### src/rtl/mem_port_arbiter_pkg.sv
// Shared types for the IF/MEM RAM port arbiter: FSM state codes, grant codes
// and the access-cycle counter width.
package mem_port_arbiter_pkg;

    // Transaction sequencing: IDLE -> ACCESS -> RESP -> IDLE
    typedef enum logic [1:0] {
        ARB_IDLE   = 2'd0,
        ARB_ACCESS = 2'd1,
        ARB_RESP   = 2'd2
    } arb_state_e;

    // Which requester owns the current transaction
    typedef enum logic {
        GNT_IF  = 1'b0,
        GNT_MEM = 1'b1
    } arb_gnt_e;

    // Access counter width; bounds WAIT_CYCLES to 0..15
    localparam int ARB_CNT_W = 4;

endpackage

### src/rtl/mem_arb_grant.sv
// Combinational grant selection between the fetch and load/store ports.
// Build option: MEM_ARB_RR_EN selects round-robin on contention; without it
// MEM always wins so a stalled load/store can never be starved by fetch.
module mem_arb_grant
    import mem_port_arbiter_pkg::*;
(
    input  logic     if_req_i,
    input  logic     mem_req_i,
    input  arb_gnt_e last_grant_i,
    output logic     grant_valid_o,
    output arb_gnt_e grant_o
);

    // Pick a winner; a lone requester is always granted
    always_comb begin
        grant_valid_o = if_req_i | mem_req_i;
        grant_o       = GNT_IF;
        if (if_req_i && mem_req_i) begin
`ifdef MEM_ARB_RR_EN
            grant_o = (last_grant_i == GNT_IF) ? GNT_MEM : GNT_IF;
`else
            grant_o = GNT_MEM;
`endif
        end else if (mem_req_i) begin
            grant_o = GNT_MEM;
        end
    end

`ifndef MEM_ARB_RR_EN
    // Fixed priority has no use for the history bit
    logic unused_last_grant;
    assign unused_last_grant = last_grant_i;
`endif

endmodule

### src/rtl/mem_port_arbiter.sv
// Shares one single-ported synchronous RAM between the instruction-fetch and
// load/store ports. One transaction at a time: latch the winner's request,
// hold the RAM for WAIT_CYCLES+1 cycles, then pulse the winner's ack.
// Build option: MEM_ARB_RR_EN enables round-robin arbitration (last_grant reg).
module mem_port_arbiter
    import mem_port_arbiter_pkg::*;
#(
    parameter int ADDR_W      = 32,
    parameter int DATA_W      = 32,
    parameter int WAIT_CYCLES = 1
) (
    input  logic                clk,
    input  logic                rst,
    input  logic                if_req_i,
    input  logic [ADDR_W-1:0]   if_addr_i,
    output logic [DATA_W-1:0]   if_rdata_o,
    output logic                if_ack_o,
    output logic                if_stall_o,
    input  logic                mem_req_i,
    input  logic                mem_we_i,
    input  logic [DATA_W/8-1:0] mem_sel_i,
    input  logic [ADDR_W-1:0]   mem_addr_i,
    input  logic [DATA_W-1:0]   mem_wdata_i,
    output logic [DATA_W-1:0]   mem_rdata_o,
    output logic                mem_ack_o,
    output logic                mem_stall_o,
    output logic                ram_ce_o,
    output logic                ram_we_o,
    output logic [DATA_W/8-1:0] ram_sel_o,
    output logic [ADDR_W-1:0]   ram_addr_o,
    output logic [DATA_W-1:0]   ram_wdata_o,
    input  logic [DATA_W-1:0]   ram_rdata_i
);

    localparam int SEL_W = DATA_W / 8;
    localparam logic [ARB_CNT_W-1:0] LAST_CNT = ARB_CNT_W'(WAIT_CYCLES);

    arb_state_e            state_q, state_d;
    logic [ARB_CNT_W-1:0]  cnt_q, cnt_d;
    arb_gnt_e              gnt_q, gnt_d;
    logic [ADDR_W-1:0]     addr_q, addr_d;
    logic                  we_q, we_d;
    logic [SEL_W-1:0]      sel_q, sel_d;
    logic [DATA_W-1:0]     wdata_q, wdata_d;
    logic [DATA_W-1:0]     if_rdata_q, if_rdata_d;
    logic [DATA_W-1:0]     mem_rdata_q, mem_rdata_d;

    arb_gnt_e              last_grant;
    arb_gnt_e              grant;
    logic                  grant_valid;

    mem_arb_grant u_grant (
        .if_req_i      (if_req_i),
        .mem_req_i     (mem_req_i),
        .last_grant_i  (last_grant),
        .grant_valid_o (grant_valid),
        .grant_o       (grant)
    );

`ifdef MEM_ARB_RR_EN
    arb_gnt_e last_grant_q, last_grant_d;

    // Remember the most recent winner; only IDLE grants count
    always_comb begin
        last_grant_d = last_grant_q;
        if (state_q == ARB_IDLE && grant_valid) begin
            last_grant_d = grant;
        end
    end

    // History register; starts at IF so the first contention goes to MEM
    always_ff @(posedge clk or negedge rst) begin
        if (!rst) begin
            last_grant_q <= GNT_IF;
        end else begin
            last_grant_q <= last_grant_d;
        end
    end

    assign last_grant = last_grant_q;
`else
    assign last_grant = GNT_IF;
`endif

    // Next-state: arbitrate only in IDLE, count ACCESS cycles, capture read data on the last one
    always_comb begin
        state_d     = state_q;
        cnt_d       = cnt_q;
        gnt_d       = gnt_q;
        addr_d      = addr_q;
        we_d        = we_q;
        sel_d       = sel_q;
        wdata_d     = wdata_q;
        if_rdata_d  = if_rdata_q;
        mem_rdata_d = mem_rdata_q;
        unique case (state_q)
            ARB_IDLE: begin
                if (grant_valid) begin
                    state_d = ARB_ACCESS;
                    cnt_d   = '0;
                    gnt_d   = grant;
                    if (grant == GNT_MEM) begin
                        addr_d  = mem_addr_i;
                        we_d    = mem_we_i;
                        sel_d   = mem_sel_i;
                        wdata_d = mem_wdata_i;
                    end else begin
                        addr_d  = if_addr_i;
                        we_d    = 1'b0;
                        sel_d   = '1;
                        wdata_d = '0;
                    end
                end
            end
            ARB_ACCESS: begin
                if (cnt_q == LAST_CNT) begin
                    state_d = ARB_RESP;
                    cnt_d   = '0;
                    if (!we_q) begin
                        if (gnt_q == GNT_MEM) begin
                            mem_rdata_d = ram_rdata_i;
                        end else begin
                            if_rdata_d = ram_rdata_i;
                        end
                    end
                end else begin
                    cnt_d = cnt_q + ARB_CNT_W'(1);
                end
            end
            ARB_RESP: begin
                state_d = ARB_IDLE;
            end
            default: begin
                state_d = ARB_IDLE;
            end
        endcase
    end

    // State and latched request fields; reset aborts any transaction in flight
    always_ff @(posedge clk or negedge rst) begin
        if (!rst) begin
            state_q     <= ARB_IDLE;
            cnt_q       <= '0;
            gnt_q       <= GNT_IF;
            addr_q      <= '0;
            we_q        <= 1'b0;
            sel_q       <= '0;
            wdata_q     <= '0;
            if_rdata_q  <= '0;
            mem_rdata_q <= '0;
        end else begin
            state_q     <= state_d;
            cnt_q       <= cnt_d;
            gnt_q       <= gnt_d;
            addr_q      <= addr_d;
            we_q        <= we_d;
            sel_q       <= sel_d;
            wdata_q     <= wdata_d;
            if_rdata_q  <= if_rdata_d;
            mem_rdata_q <= mem_rdata_d;
        end
    end

    assign ram_ce_o    = (state_q == ARB_ACCESS);
    assign ram_we_o    = we_q & ram_ce_o;
    assign ram_sel_o   = sel_q;
    assign ram_addr_o  = addr_q;
    assign ram_wdata_o = wdata_q;

    assign if_ack_o    = (state_q == ARB_RESP) && (gnt_q == GNT_IF);
    assign mem_ack_o   = (state_q == ARB_RESP) && (gnt_q == GNT_MEM);
    assign if_rdata_o  = if_rdata_q;
    assign mem_rdata_o = mem_rdata_q;

    // Stalls are forced low while reset is held so every output clears at once
    assign if_stall_o  = rst & if_req_i & ~if_ack_o;
    assign mem_stall_o = rst & mem_req_i & ~mem_ack_o;

endmodule

### config.mk
export PLATFORM = sky130hd
export DESIGN_NAME = mem_port_arbiter
export DESIGN_NICKNAME = d
export VERILOG_FILES = /design/src/rtl/mem_port_arbiter_pkg.sv /design/src/rtl/mem_arb_grant.sv /design/src/rtl/mem_port_arbiter.sv
export SDC_FILE = /design/constraint.sdc
export NUM_CORES = 1
export LEC_CHECK = 0
export CAP_MARGIN = 20
export CORE_UTILIZATION = 37
export CTS_CLUSTER_DIAMETER = 100
export DETAILED_ROUTE_END_ITERATION = 10
export GPL_TIMING_DRIVEN = 0
export PLACE_DENSITY = 0.89
export SETUP_SLACK_MARGIN = 0.02
export SYNTH_ARGS = -nofsm -noshare
export SYNTH_HDL_FRONTEND = slang
export SYNTH_SLANG_ARGS = --single-unit
### constraint.sdc
create_clock -name clk -period 1.8 [get_ports clk]
set_input_delay 0.18 -clock clk [delete_from_list [all_inputs] [get_ports clk]]
set_output_delay 0.18 -clock clk [all_outputs]
set_load 0.1 [all_outputs]
[After elaboration in Yosys (flattened, before gate mapping)]
Index checks and enable logic that the tools add are counted.
Storage, ports and cells
  flip-flop bits (word level): 140
  input bits: 137
  output and inout port bits: 138
  logic and storage cells: 47
Operators by class
  $add $sub $neg: 1
  eq/ne operators: 5
  muxes and demuxes: 12
  bitwise operators: 10
  reduce and logical (&&, ||, !) cells: 10
Operator list (number)
  $mux W32: 2
  $mux W4: 3
  $pmux W4 S2: 1
  $reduce_and A4 Y1: 2
  $reduce_and A2 Y1: 3
  $and A1 B1 Y1: 5
  $add A4 B1 Y4 const B: 1
  $eq A4 B1 Y1 const B: 1
  $mux W2: 2
  $not A1 Y1: 4
  $pmux W2 S2: 1
  $logic_and A1 B1 Y1: 3
  $mux W1: 3
  $eq A2 B1 Y1 const B: 1
  $eq A2 B2 Y1 const B: 1
  $logic_not A2 Y1: 1
  $ne A2 B1 Y1 const B: 1
  $ne A2 B2 Y1 const B: 1
  $reduce_bool A2 Y1: 1
  $or A1 B1 Y1: 1

[Logic depth before layout (Yosys ltp)]
Gate-level depths: netlist of run 1.
  depth after elaboration: 4
  gate-level depth with buffers: 7
  depth with buffers taken out: 5

[Hierarchy]
From an unflattened synthesis of run 1, not the netlist that was laid out.
Unflattened totals
  cells, all modules: 480
  area, all modules: 5780.5 µm²
By module, submodules not included
  mem_port_arbiter: instances 1, cells each 478, area each 5770.5 µm², sequential area each 3503.4 µm²
  mem_arb_grant: instances 1, cells each 2, area each 10.0 µm², sequential area each 0.0 µm²

[Worst setup path before layout of run 1]
Ideal clock, no wire load.
  path kind: flip-flop to output port
  start point: reg state_q[1]
  end point: out if_stall_o
  arrival time: 4.072 ns
  required time: 1.620 ns
  setup slack: -2.452 ns
  cell stages (with the launch flop): 3
  path buffers: 0
  cells stage by stage: dfrtp_1 -> nor3b_1 -> nor2_1
Between the ends
  longest elaborated chain between the ends: 4
Ends and longest elaborated chain
  start: declaration: line mem_port_arbiter.sv:38  | arb_state_e state_q, state_d;
  start signal: assignment: line mem_port_arbiter.sv:152  | state_q <= state_d;
  $eq A2 B2 Y1: line mem_port_arbiter.sv:170  | assign if_ack_o = (state_q == ARB_RESP) && (gnt_q == GNT_IF);
  $logic_and A1 B1 Y1: line mem_port_arbiter.sv:170
  net if_ack_o: line mem_port_arbiter.sv:17  | output logic if_ack_o,
  $not A1 Y1: line mem_port_arbiter.sv:176  | assign if_stall_o = rst & if_req_i & ~if_ack_o;
  $and A1 B1 Y1: line mem_port_arbiter.sv:176
  end: declaration: line mem_port_arbiter.sv:18  | output logic if_stall_o,
The timed path passes the listed nets, and every way through them passes these cells.

[Worst setup path after layout of run 1]
  start point: reg cnt_q[1]
  end point: reg if_rdata_q[20], in the netlist if_rdata_o[20]
Between the ends
  longest elaborated chain between the ends: 2
Ends and longest elaborated chain
  start: declaration: line mem_port_arbiter.sv:39  | logic [ARB_CNT_W-1:0] cnt_q, cnt_d;
  start signal: assignment: line mem_port_arbiter.sv:153  | cnt_q <= cnt_d;
  $eq A4 B1 Y1: line mem_port_arbiter.sv:116  | if (cnt_q == LAST_CNT) begin
  $reduce_and A4 Y1 (no line)
  end signal: assignment: line mem_port_arbiter.sv:159  | if_rdata_q <= if_rdata_d;
  end: declaration: line mem_port_arbiter.sv:45  | logic [DATA_W-1:0] if_rdata_q, if_rdata_d;
Every way passes these cells.
A chain may end at the register's enable or synchronous reset.

==> flow_summary_export.csv, run 1 <==
group,metric,value,unit
sta,min_period,1930,ps
cts,clock_path_buffers,2,
cells_and_area,final_nets,807,
worst_setup_path,critPathSlowestCell,"or4b_4",
grt,grt_overflow,0,
hold_path,worstHoldPathType,"in -> async",
cts,clockRootBuffer,"clkbuf_16",
yosys,yosysUniqueCellTypes,31,
grt,grt-busiest-layer,"met2",
worst_setup_path,cp-start-kind,"register",
worst_setup_path,critPathMaxFanout,6,
cts,cts_buffers,17,
sta,rsz0062_at_grt,"true",
sta,max_slew.worst_pin.slew,620,ps
yosys,post-synth-top-area-cell,"dfrtp_1",
yosys,synth-edff-count,0,
cells_and_area,finalInstanceArea,9740,um2
yosys,syn_inst,365,
grt,grt_pass1_vias,4716,
sta,timing.slew.headroom,58.7,%
yosys,yosys_warnings,0,
yosys,syn_nets,504,
sta,whs,-256,ps
routing,drt_iter0_markers,115,
routing,num_vias,4231,
cells_and_area,area_growth,68.9,%
grt,grt_usage,19.6,%
worst_setup_path,slowest_delay,500,ps
grt,grt_max_degree,77,
die,start_util,37.9,%
cells_and_area,final_util,64.1,%
sta,worst_clock_skew,7.54,ps
die,boundaryPins,275,
routing,wirelength,15500,um
sta,min_period_over_period,107,%
grt,grt_pass1_wl,24400,um
outcome,violations,"hold timing, setup timing",
flow_run,maxCapViolCount,0,
cts,clock_latency,410,ps
die,coreArea,15200,um2
cts,cts_tree,"done",
cts,cts.clk_slew.worst_paths,60,ps
cts,cts_htree_levels,4,
die,die_area,16100,um2
routing,wl_per_cell,17.8,um
cells_and_area,n_antenna_cell,0,
yosys,syn_area,5770,um2
routing,route.detailed.drc,0,
routing,postRouteAntennaNets,0,
worst_setup_path,cp_cell_sequence,"inv_1 -> ha_2 -> nand2b_1 -> or4b_4 -> buf_12 -> clkbuf_16 -> mux2_4",
worst_setup_path,cp_data_required_time,2090,ps
worst_setup_path,endpoint_kind,"register",
cts,cts.sinks,140,
place,hpwl,11400,um
grt,use_met1,22.2,%
grt,grt_use_met3,6.16,%
yosys,synthArstFlopShare,100,%
grt,use_met2,34.7,%
sta,setup_violations,32,
place,portBuffers,274,
sta,fmaxAchievable,519,MHz
sta,maxSlewViolCount,0,
yosys,synth_top_cell_area_share,60.8,%
routing,viasPerCell,4.87,
yosys,synth_seq_cells,140,
sta,worst_slack,-127,ps
cells_and_area,drive_above_1_share,49.9,%
place,gp_congestion,0.799,
yosys,synth_ff_type,"dfrtp_1",
yosys,synthTopCellsByArea,"dfrtp_1 (61%), mux2_2 (19%), mux2_4 (7.8%)",
worst_setup_path,crit_type,"reg -> reg",
die,fp.dieW,127,um
outcome,outcome,"complete, but fails checks",
yosys,avgSynthCellArea,15.8,um2
sta,finalHoldViolCount,64,
routing,first_pass_iters,4,
place,dpl_cell_area,8810,um2
grt,antenna_found_initial,0,
die,die_y,127,um
die,rows,45,
worst_setup_path,crit_arrival,2220,ps
yosys,ys_seq_area_share,60.8,%
cells in the final DEF, fill, tap and decap left out, drive strengths merged, types with 2 or more instances in the layout:
master	n
dfrtp	140
clkdlybuf4s50	135
mux2	128
clkdlybuf4s15	125
clkbuf	37
a22o	33
buf	27
o21ai	8
inv	7
nand2	5
o22a	4
nand3	3
clkinvlp	3
bufinv	3
nor3b	3
nor2	3
and2	2
ha	2
clkinv	2
flip-flops by register name (all words and copies together), names as in the netlist:
signal	flops
cnt_q	4
gnt_q	1
if_rdata_o	32
mem_rdata_o	32
ram_addr_o	32
ram_sel_o	4
ram_wdata_o	32
state_q	2
we_q	1
worst paths after layout:
kind                                                   from                          end  slack, ps  cells after the start
min in group clk                               mem_sel_i[1]     ram_sel_o[1]$_DFFE_PN0P_        360                      2
worst min-delay path                                    rst   if_rdata_o[11]$_DFFE_PN0P_       -260                      1
worst min register to register  ram_wdata_o[25]$_DFFE_PN0P_  ram_wdata_o[25]$_DFFE_PN0P_        500                      1
max in group asynchronous                               rst  ram_wdata_o[25]$_DFFE_PN0P_       1250                      2
worst max-delay path                   cnt_q[1]$_DFFE_PN0P_   if_rdata_o[20]$_DFFE_PN0P_       -130                      7
worst max register to register         cnt_q[1]$_DFFE_PN0P_   if_rdata_o[20]$_DFFE_PN0P_       -130                      7
cells by family after synthesis:
kind of cell / synth area share (%)
AOI/OAI and AO/OA: 6.75
xor gates and xnor gates: 0.152
adders and majority gates: 0.434
buffers and inverters: 2.54
DFF: 60.8
muxes: 26.9
and+or+nand+nor: 2.43
routing by layer:
layer / wire, um / part of all wire (%)
met3: 891 / 5.8
met2: 8010 / 52
met4: 338 / 2.2
met5: 0 / 0
met1: 6220 / 40
stage by stage:
stage	hold WS [ps]	std cells	worst slack [ps]	TNS, ps
floorplan	-116	365	-65.5	-1200
global placement	486	827	-5460	-716760
detailed placement	217	828	-1560	-50210
CTS	-242	864	-124	-3600
global route	-215	869	-190	-5630
finish	-256	869	-127	-3670
timing repair:
action / in CTS / in global routing
endpoints found under the setup margin: 264 / 111
resized for setup: 444 / 31
endpoints found under the hold margin: 64 / 64
pin swaps: 1 / 2
gates cloned: 0 / 2
setup buffers: 4 / 3
cell type report:
cell class              instances  area (um2)
fillers                      1106        5460
well taps                     188         235
flip-flops and latches        140        3510
multi-input cells             202        2170
inverters                       1        3.75
plain buffers                  22         200
clock inverters                14         181
clock buffers                  18         439
repair buffers                284        3000
critical path, delay by kind of cell, from the launching register on:
kind | cells | cell delay, ps
fa+ha+maj | 1 | 170
flops | 1 | 380
buf+inv | 3 | 400
mux | 1 | 290
simple gates | 2 | 570
synth_stat cells (4+ instances only):
| cell type | n |
|---|---|
| dfrtp_1 | 140 |
| mux2_2 | 98 |
| a22o_1 | 33 |
| mux2_4 | 30 |
| clkbuf_1 | 10 |
| o21ai_0 | 7 |
| buf_1 | 5 |
| nand2_1 | 5 |
| o22a_1 | 4 |
Power of run 1 is left out: the tool's default activity adds up to more than one toggle a clock period on the data nets, which glitch-free logic cannot reach.
==> run 2, diff against run 1 <==
- CAP_MARGIN: 20 -> not set
==> run 2 against run 1 <==
  * The flow still finishes with violations (hold timing, setup timing)
  * Clock-buffer cell count is the same
  * Fmax is the same
  * Worst hold slack is the same
==> flow_summary_export.csv, run 2 (synthesis gave the netlist of run 1 again) <==
group,metric,value,unit
worst_setup_path,rr_endpoint,"if_rdata_o[20]$_DFFE_PN0P_",
sta,min_period_over_period,107,%
sta,min_period,1930,ps
place,hpwl,11400,um
cts,cts_htree_levels,4,
cells_and_area,final_nets,807,
sta,fmaxAchievable,519,MHz
cells_and_area,drive_above_1_share,49.9,%
sta,max_slew.worst_pin.slew,620,ps
cells_and_area,final_cell_mix,"dfrtp_1 (137), clkdlybuf4s50_1 (135), clkdlybuf4s15_2 (125), mux2_2 (98), a22o_1 (33)",
die,rows,45,
place,dpl_cell_area,8810,um2
hold_path,worstHoldPathType,"in -> async",
worst_setup_path,crit_arrival,2220,ps
cts,cts.clk_slew.worst_paths,60,ps
routing,first_pass_iters,4,
cells_and_area,final_util,64.1,%
place,portBuffers,274,
die,coreArea,15200,um2
die,die_area,16100,um2
worst_setup_path,reg2reg_from,"cnt_q[1]$_DFFE_PN0P_",
cts,cts_buffers,17,
routing,route.detailed.drc,0,
routing,postRouteAntennaNets,0,
worst_setup_path,crit_type,"reg -> reg",
die,start_util,37.9,%
die,die_y,127,um
cells_and_area,final_common_cell,"dfrtp_1",
routing,wl_per_cell,17.8,um
outcome,violations,"hold timing, setup timing",
cts,clock_path_buffers,2,
worst_setup_path,reg2regPathDepth,7,
cts,clockRootBuffer,"clkbuf_16",
die,fp.dieW,127,um
routing,drt_iter0_markers,115,
cells_and_area,area_growth,68.9,%
cells_and_area,register_area,3510,um2
routing,num_vias,4231,
grt,grt_max_degree,77,
sta,rsz0062_at_grt,"true",
sta,whs,-256,ps
routing,viasPerCell,4.87,
sta,worst_slack,-127,ps
die,boundaryPins,275,
sta,finalHoldViolCount,64,
grt,grt_overflow,0,
cells_and_area,n_antenna_cell,0,
worst_setup_path,cp_data_required_time,2090,ps
worst_setup_path,cp-start-kind,"register",
outcome,outcome,"complete, but fails checks",
sta,setup_violations,32,
cells_and_area,finalInstanceArea,9740,um2
routing,wirelength,15500,um
cells_and_area,fillers,1106,
worst_setup_path,critPathMaxFanout,6,
grt,grt_usage,19.6,%
cts,clock_latency,410,ps
sta,worst_clock_skew,7.54,ps
grt,grt_pass1_wl,24400,um
worst_setup_path,r2r_slack,-130,ps
cells_and_area,multi_input_area,2170,um2
worst_setup_path,endpoint_kind,"register",
cts,cts_tree,"done",
flow_run,maxCapViolCount,0,
sta,maxSlewViolCount,0,
sta,timing.slew.headroom,58.7,%
grt,antenna_found_initial,0,
cts,cts.sinks,140,
place,gp_congestion,0.799,
grt,grt_pass1_vias,4716,
==> run 2: cell counts in the layout (fill, tap and decap cells not counted) <==
No cell type changed its count.
==> run 2: area by class of cell <==
| class | instances | area share, % |
|---|---|---|
| buffer | 22 | 2.06 |
| clock buffer | 18 | 4.51 |
| clock inverter | 14 | 1.86 |
| inverter | 1 | 0.0385 |
| multi-input combinational | 202 | 22.3 |
| sequential | 140 | 36.0 |
| tap | 188 | 2.42 |
| timing repair buffer | 284 | 30.8 |
==> run 2: routing by layer <==
metal | wire length, um | global-route usage, % | vias up
met2 | 8010 | 34.7 | 160
met4 | 338 | 7.28 | 0
met3 | 891 | 6.16 | 26
li1 | - | - | 1940
met5 | 0 | 0 | -
met1 | 6220 | 22.2 | 2105
==> run 2: per-stage QoR <==
| stage | instances | setup TNS, ps | setup WS, ps |
|---|---|---|---|
| detailed placement | 828 | -50210 | -1560 |
| global placement | 827 | -716760 | -5460 |
| CTS | 864 | -3600 | -124 |
| global route | 869 | -5630 | -190 |
| finish | 869 | -3670 | -127 |
| floorplan | 365 | -1200 | -65.5 |
==> run 2: repair_timing <==
item | 4_1_cts | 5_1_grt
pin swaps | 1 | 2
cloned | 0 | 2
setup endpoints to repair | 264 | 111
gates resized for setup | 444 | 31
buffers inserted | 4 | 3
hold endpoints to repair | 64 | 64
==> run 2: worst max-delay path by stage <==
stage,endpoint,cells past startpoint,start,slack [ps]
final,if_rdata_o[20]$_DFFE_PN0P_,7,cnt_q[1]$_DFFE_PN0P_,-130
after global placement,if_stall_o,4,rst,-5460
after floorplan,if_stall_o,2,state_q[1]$_DFFE_PN0P_,-70
after CTS,if_rdata_o[4]$_DFFE_PN0P_,7,cnt_q[1]$_DFFE_PN0P_,-120
after global routing,if_rdata_o[18]$_DFFE_PN0P_,7,cnt_q[1]$_DFFE_PN0P_,-190
after detailed placement,mem_stall_o,6,mem_req_i,-1560
==> run 2: critical path, cell delays in order (launching register included) <==
cell and delay [ps]:
dfrtp_1 380, inv_1 70, ha_2 170, nand2b_1 70
or4b_4 500, buf_12 170, clkbuf_16 160, mux2_4 290
Power of run 2 is left out for the same reason.
